===== config.mk =====
export PLATFORM = sky130hd
export DESIGN_NAME = inv_mix_columns_seq_flat
export DESIGN_NICKNAME = d
export VERILOG_FILES = /design/src/rtl/inv_mix_columns_seq_if.sv /design/src/rtl/inv_mix_columns_seq.sv /design/src/flat_wrapper.sv
export SDC_FILE = /design/constraint.sdc
export NUM_CORES = 1
export LEC_CHECK = 0
export ABC_AREA = 1
export BUFFER_PORTS_ARGS = -buffer_cell sky130_fd_sc_hd__buf_2
export CAP_MARGIN = 15
export CORE_MARGIN = 3
export CORE_UTILIZATION = 26
export DETAILED_ROUTE_END_ITERATION = 8
export GPL_TIMING_DRIVEN = 0
export SLEW_MARGIN = 0
export SYNTH_ARGS = -nofsm -noshare
export SYNTH_HDL_FRONTEND = slang
export SYNTH_SLANG_ARGS = --single-unit

===== constraint.sdc =====
create_clock -name clk -period 24 [get_ports clk]
set_input_delay 2.4 -clock clk [delete_from_list [all_inputs] [get_ports clk]]
set_output_delay 2.4 -clock clk [all_outputs]
set_load 0.1 [all_outputs]

===== src/rtl/inv_mix_columns_seq_if.sv =====
// Valid/ready handshake bundle for the sequential InvMixColumns engine:
// 128-bit state in, 128-bit result out.
interface inv_mix_columns_seq_if;
  logic         in_valid;
  logic         in_ready;
  logic [127:0] in_state;
  logic         out_valid;
  logic         out_ready;
  logic [127:0] out_state;

  modport slave (
    input  in_valid,
    input  in_state,
    input  out_ready,
    output in_ready,
    output out_valid,
    output out_state
  );

  modport master (
    output in_valid,
    output in_state,
    output out_ready,
    input  in_ready,
    input  out_valid,
    input  out_state
  );
endinterface


===== src/rtl/inv_mix_columns_seq.sv =====
// AES InvMixColumns, one 32-bit column per cycle through a shared column datapath.
// Optional AES_IMC_BYPASS_EN adds a bypass port that copies columns unchanged.
module inv_mix_columns_seq (
  input  logic                 clk,
  input  logic                 rst,
`ifdef AES_IMC_BYPASS_EN
  input  logic                 bypass,
`endif
  inv_mix_columns_seq_if.slave bus
);

  typedef enum logic [1:0] {
    ST_IDLE = 2'd0,
    ST_BUSY = 2'd1,
    ST_DONE = 2'd2
  } state_e;

  function automatic logic [7:0] xtime(input logic [7:0] b);
    xtime = {b[6:0], 1'b0} ^ (b[7] ? 8'h1b : 8'h00);
  endfunction

  function automatic logic [7:0] gf_mul9(input logic [7:0] b);
    gf_mul9 = xtime(xtime(xtime(b))) ^ b;
  endfunction

  function automatic logic [7:0] gf_mul11(input logic [7:0] b);
    gf_mul11 = xtime(xtime(xtime(b))) ^ xtime(b) ^ b;
  endfunction

  function automatic logic [7:0] gf_mul13(input logic [7:0] b);
    gf_mul13 = xtime(xtime(xtime(b))) ^ xtime(xtime(b)) ^ b;
  endfunction

  function automatic logic [7:0] gf_mul14(input logic [7:0] b);
    gf_mul14 = xtime(xtime(xtime(b))) ^ xtime(xtime(b)) ^ xtime(b);
  endfunction

  state_e       state_q, state_d;
  logic [127:0] src_q, src_d;
  logic [127:0] dst_q, dst_d;
  logic [1:0]   col_q, col_d;
  logic         in_ready_q;
  logic         out_valid_q;
  logic         byp_q, byp_d;
  logic         byp_in_s;

  logic [31:0]  col_in_s;
  logic [31:0]  col_mix_s;
  logic [31:0]  col_res_s;
  logic [7:0]   a_s   [4];
  logic [7:0]   m9_s  [4];
  logic [7:0]   m11_s [4];
  logic [7:0]   m13_s [4];
  logic [7:0]   m14_s [4];

`ifdef AES_IMC_BYPASS_EN
  assign byp_in_s = bypass;
`else
  assign byp_in_s = 1'b0;
`endif

  // Column mux: select the source column addressed by the counter.
  always_comb begin
    col_in_s = 32'h0000_0000;
    case (col_q)
      2'd0:    col_in_s = src_q[127:96];
      2'd1:    col_in_s = src_q[95:64];
      2'd2:    col_in_s = src_q[63:32];
      2'd3:    col_in_s = src_q[31:0];
      default: col_in_s = 32'h0000_0000;
    endcase
  end

  for (genvar i = 0; i < 4; i++) begin : g_lut
    assign a_s[i]   = col_in_s[31-8*i -: 8];
    assign m9_s[i]  = gf_mul9(a_s[i]);
    assign m11_s[i] = gf_mul11(a_s[i]);
    assign m13_s[i] = gf_mul13(a_s[i]);
    assign m14_s[i] = gf_mul14(a_s[i]);
  end

  assign col_mix_s = {m14_s[0] ^ m11_s[1] ^ m13_s[2] ^ m9_s[3],
                      m9_s[0]  ^ m14_s[1] ^ m11_s[2] ^ m13_s[3],
                      m13_s[0] ^ m9_s[1]  ^ m14_s[2] ^ m11_s[3],
                      m11_s[0] ^ m13_s[1] ^ m9_s[2]  ^ m14_s[3]};

  assign col_res_s = byp_q ? col_in_s : col_mix_s;

  // Next-state, capture and column write-back.
  always_comb begin
    state_d = state_q;
    src_d   = src_q;
    dst_d   = dst_q;
    col_d   = col_q;
    byp_d   = byp_q;
    case (state_q)
      ST_IDLE: begin
        if (bus.in_valid) begin
          state_d = ST_BUSY;
          src_d   = bus.in_state;
          col_d   = 2'd0;
          byp_d   = byp_in_s;
        end else begin
          state_d = ST_IDLE;
        end
      end
      ST_BUSY: begin
        case (col_q)
          2'd0:    dst_d[127:96] = col_res_s;
          2'd1:    dst_d[95:64]  = col_res_s;
          2'd2:    dst_d[63:32]  = col_res_s;
          2'd3:    dst_d[31:0]   = col_res_s;
          default: dst_d         = dst_q;
        endcase
        col_d = col_q + 2'd1;
        if (col_q == 2'd3) begin
          state_d = ST_DONE;
        end else begin
          state_d = ST_BUSY;
        end
      end
      ST_DONE: begin
        if (bus.out_ready) begin
          state_d = ST_IDLE;
        end else begin
          state_d = ST_DONE;
        end
      end
      default: state_d = ST_IDLE;
    endcase
  end

  // State and datapath registers; handshake flags follow the next state.
  always_ff @(posedge clk or posedge rst) begin
    if (rst) begin
      state_q     <= ST_IDLE;
      src_q       <= 128'd0;
      dst_q       <= 128'd0;
      col_q       <= 2'd0;
      byp_q       <= 1'b0;
      in_ready_q  <= 1'b1;
      out_valid_q <= 1'b0;
    end else begin
      state_q     <= state_d;
      src_q       <= src_d;
      dst_q       <= dst_d;
      col_q       <= col_d;
      byp_q       <= byp_d;
      in_ready_q  <= (state_d == ST_IDLE);
      out_valid_q <= (state_d == ST_DONE);
    end
  end

  assign bus.in_ready  = in_ready_q;
  assign bus.out_valid = out_valid_q;
  assign bus.out_state = dst_q;

endmodule


===== src/flat_wrapper.sv =====
// flat-port wrapper written by rule: the top's interface ports become plain ports
module inv_mix_columns_seq_flat 
  (clk, rst, bus_in_valid, bus_in_state, bus_out_ready, bus_in_ready, bus_out_valid, bus_out_state);
  inv_mix_columns_seq_if bus_i ();
  input  logic clk;
  input  logic rst;
  input wire logic [$bits(bus_i.in_valid)-1:0] bus_in_valid;
  input wire logic [$bits(bus_i.in_state)-1:0] bus_in_state;
  input wire logic [$bits(bus_i.out_ready)-1:0] bus_out_ready;
  output wire logic [$bits(bus_i.in_ready)-1:0] bus_in_ready;
  output wire logic [$bits(bus_i.out_valid)-1:0] bus_out_valid;
  output wire logic [$bits(bus_i.out_state)-1:0] bus_out_state;
  assign bus_i.in_valid = bus_in_valid;
  assign bus_i.in_state = bus_in_state;
  assign bus_i.out_ready = bus_out_ready;
  assign bus_in_ready = bus_i.in_ready;
  assign bus_out_valid = bus_i.out_valid;
  assign bus_out_state = bus_i.out_state;
  inv_mix_columns_seq u_core (.clk(clk), .rst(rst), .bus(bus_i));
endmodule

==> results.ini <==
[floorplan]
die_y_microns=246.1
pin_count=262
die_w_microns=246.1
initial_core_util_pct=26.43
num_rows=87
dieArea_sq_um=60560
core_sq_um=56710

[yosys]
synthCells=1947
synth-seq-area-share_pct=43.76
ys_seq_elements=262
ys_types=40
syn_nets=2084
syn_area_per_cell_sq_um=7.697
yosys_warnings=0
syn_area_sq_um=14990

[timing]
fin_crit_sh_pct=18.19
worst_pin_slew_ns=1.051
finalSetupViolCount=0
fin_tns_setup_ns=0
max_slew_margin_pct=29.44
skew_ns=0.02567
hold_violations=0
achievable-frequency_mhz=229.1
fin_crit_ns=4.365
maxSlewViolCount=0
rsz0062_at_grt=no

[route]
ant_nets=0
drt-pass1-iter-count=6
drc_errors=0
num_vias=13976
drtIter0Drc=1186
drt-total-wl_mm=57.15
vias_per_cell=4.617
wl_per_cell_microns=18.88

[layout]
utilization_pct=32.50
final_nets=2383
syn2layout_area_growth_pct=22.97
antennaDiodeCount=0
layout_common_cells=nand2_1, buf_2, dfrtp_1
mostFrequentLayoutCell=nand2_1
drive_gt1_share_pct=21.75

[critical_path]
required_ns=24.49
cp.arrival_ns=4.85
slowest_stage=clkbuf_1
crit_type=in -> reg
crit_path_cell_trace=buf_2 -> nand3_1 -> clkbuf_1 -> clkbuf_1 -> clkbuf_1 -> o21ai_0 -> nor2_1
cpPeakStageDelay_ns=0.60
cpMostUsedCell=clkbuf_1
end_kind=flip-flop
critPathTopFamily=buffers and inverters
crit_buf_inv=4
start_kind=input port
crit_fanout=10

[global_routing]
grt_pass1_vias=12871
antenna_found_initial=0
grt_max_degree=122
grt.total_usage_pct=18.49
grt-ovfl-total=0
grt_pass1_wl_mm=82.55

[clocking]
cts_setup_buffers=0
numClockSinks=262
clkTransAtPathRegs_ns=0.06
cts_tree=done
cts_resized=0
clkLatencyLatePin_ns=0.56
clock_path_buffers=3
ctsHoldBuffers=0
cts_buffers=34
clockRootBuffer=clkbuf_16
htreeDepth=2

[status]
status=completed

[min_path]
min_path_type=reg -> reg

[placed_design]
port_buffers=261
place_congestion=0.9864
hpwl_mm=44.79

[flow_run]
cap_violations=0

## layer usage
layer	vias up	GRT usage [%]	share of wire, %
met5	-	0	0
met4	0	6.235	3.0
met3	86	3.624	8.0
met2	568	29.63	46
met1	6587	24.90	43
li1	6735	-	-
## logic make-up (layout without fill, tap and decap cells)
kind of cell               after synthesis  in the layout  synth area share, %
DFF                                    262            262                43.76
adders and majority gates                5              5               0.4174
and+or+nand+nor                       1215           1215                32.55
buffers and inverters                  164            488                4.542
muxes                                  104            104                7.814
AOI/OAI and AO/OA                       86             86                4.108
xor gates and xnor gates               111            111                6.813
## worst reg2reg max path: cells and delay by family, from the launching register on
family / cells / cell delay, ns
adder cells (fa/ha/maj): 1 / 0.27
flip-flops: 1 / 0.41
XOR/XNOR: 3 / 1.10
AND/OR/NAND/NOR: 8 / 1.29
buffers and inverters: 3 / 0.74
## registers in the layout, indices dropped and copies added (netlist names)
| name | cells |
|---|---|
| u_core.bus.out_valid | 1 |
| u_core.col_q | 2 |
| u_core.state_q | 2 |
| u_core.src_q | 128 |
| u_core.bus.out_state | 128 |
| u_core.bus.in_ready | 1 |
## Yosys cell counts
cell | n | area share, %
nand4_1 | 3 | 0.13
o21ai_4 | 3 | 0.33
o31ai_1 | 2 | 0.10
inv_2 | 5 | 0.13
o22ai_2 | 4 | 0.33
nor2_4 | 1 | 0.075
or2_1 | 2 | 0.083
o22ai_4 | 2 | 0.27
nand2_1 | 930 | 23
nand2_2 | 15 | 0.63
o21bai_1 | 6 | 0.30
o21bai_2 | 6 | 0.45
a21oi_2 | 1 | 0.058
clkbuf_1 | 39 | 0.98
ha_1 | 5 | 0.42
clkinv_1 | 3 | 0.075
xor2_4 | 1 | 0.18
mux2_2 | 104 | 7.8
buf_1 | 2 | 0.050
xor2_2 | 4 | 0.43
dfstp_2 | 1 | 0.18
o21a_1 | 2 | 0.10
buf_6 | 4 | 0.30
nor2_2 | 6 | 0.25
dfrtp_1 | 261 | 44
nand3_1 | 170 | 5.7
buf_2 | 7 | 0.23
o21ai_2 | 3 | 0.18
a21oi_1 | 31 | 1.0
nand2b_1 | 1 | 0.042
nor2_1 | 78 | 2.0
o21bai_4 | 1 | 0.13
or2_2 | 3 | 0.13
xnor2_1 | 28 | 1.6
buf_4 | 7 | 0.35
o21ai_0 | 20 | 0.67
o21ai_1 | 5 | 0.17
nand3b_1 | 6 | 0.30
inv_1 | 97 | 2.4
xor2_1 | 78 | 4.6
## through the flow
stage          hold WS [ns]  setup slack (ns)  instance area [sq um]  std cells
2_1_floorplan        0.4536             14.39                  14990       1947
3_3_place_gp         0.4594             11.04                  17240       2964
3_5_place_dp         0.4612             19.06                  17300       2966
4_1_cts              0.4764             19.65                  18430       3027
5_1_grt              0.4898             19.52                  18430       3027
6_report             0.4735             19.63                  18430       3027
## worst paths after layout
kind                                          start                   endpoint  slack, ns  cells past startpoint
max in group asynchronous                       rst          u_core.src_q[117]      21.26                      3
setup / recovery                       bus_in_valid        u_core.bus.in_ready      19.63                      7
hold reg to reg            u_core.bus.out_state[53]   u_core.bus.out_state[53]       0.47                      2
hold / removal             u_core.bus.out_state[53]   u_core.bus.out_state[53]       0.47                      2
min in group asynchronous                       rst  u_core.bus.out_state[112]       1.81                      2
setup reg to reg                    u_core.col_q[0]    u_core.bus.out_state[7]      20.11                     15
## layout make-up
class,count,area [sq um]
Clock buffer,48,953.4
Buffer,59,286.5
Timing Repair Buffer,263,1361
Multi-Input combinational cell,1521,7749
Fill cell,6068,38280
Tap cell,756,945.9
Inverter,105,401.6
Sequential cell,262,6558
Clock inverter,13,173.9
Power is left out: the tool's default activity adds up to more than one toggle a clock period on the data nets, which glitch-free logic cannot reach.
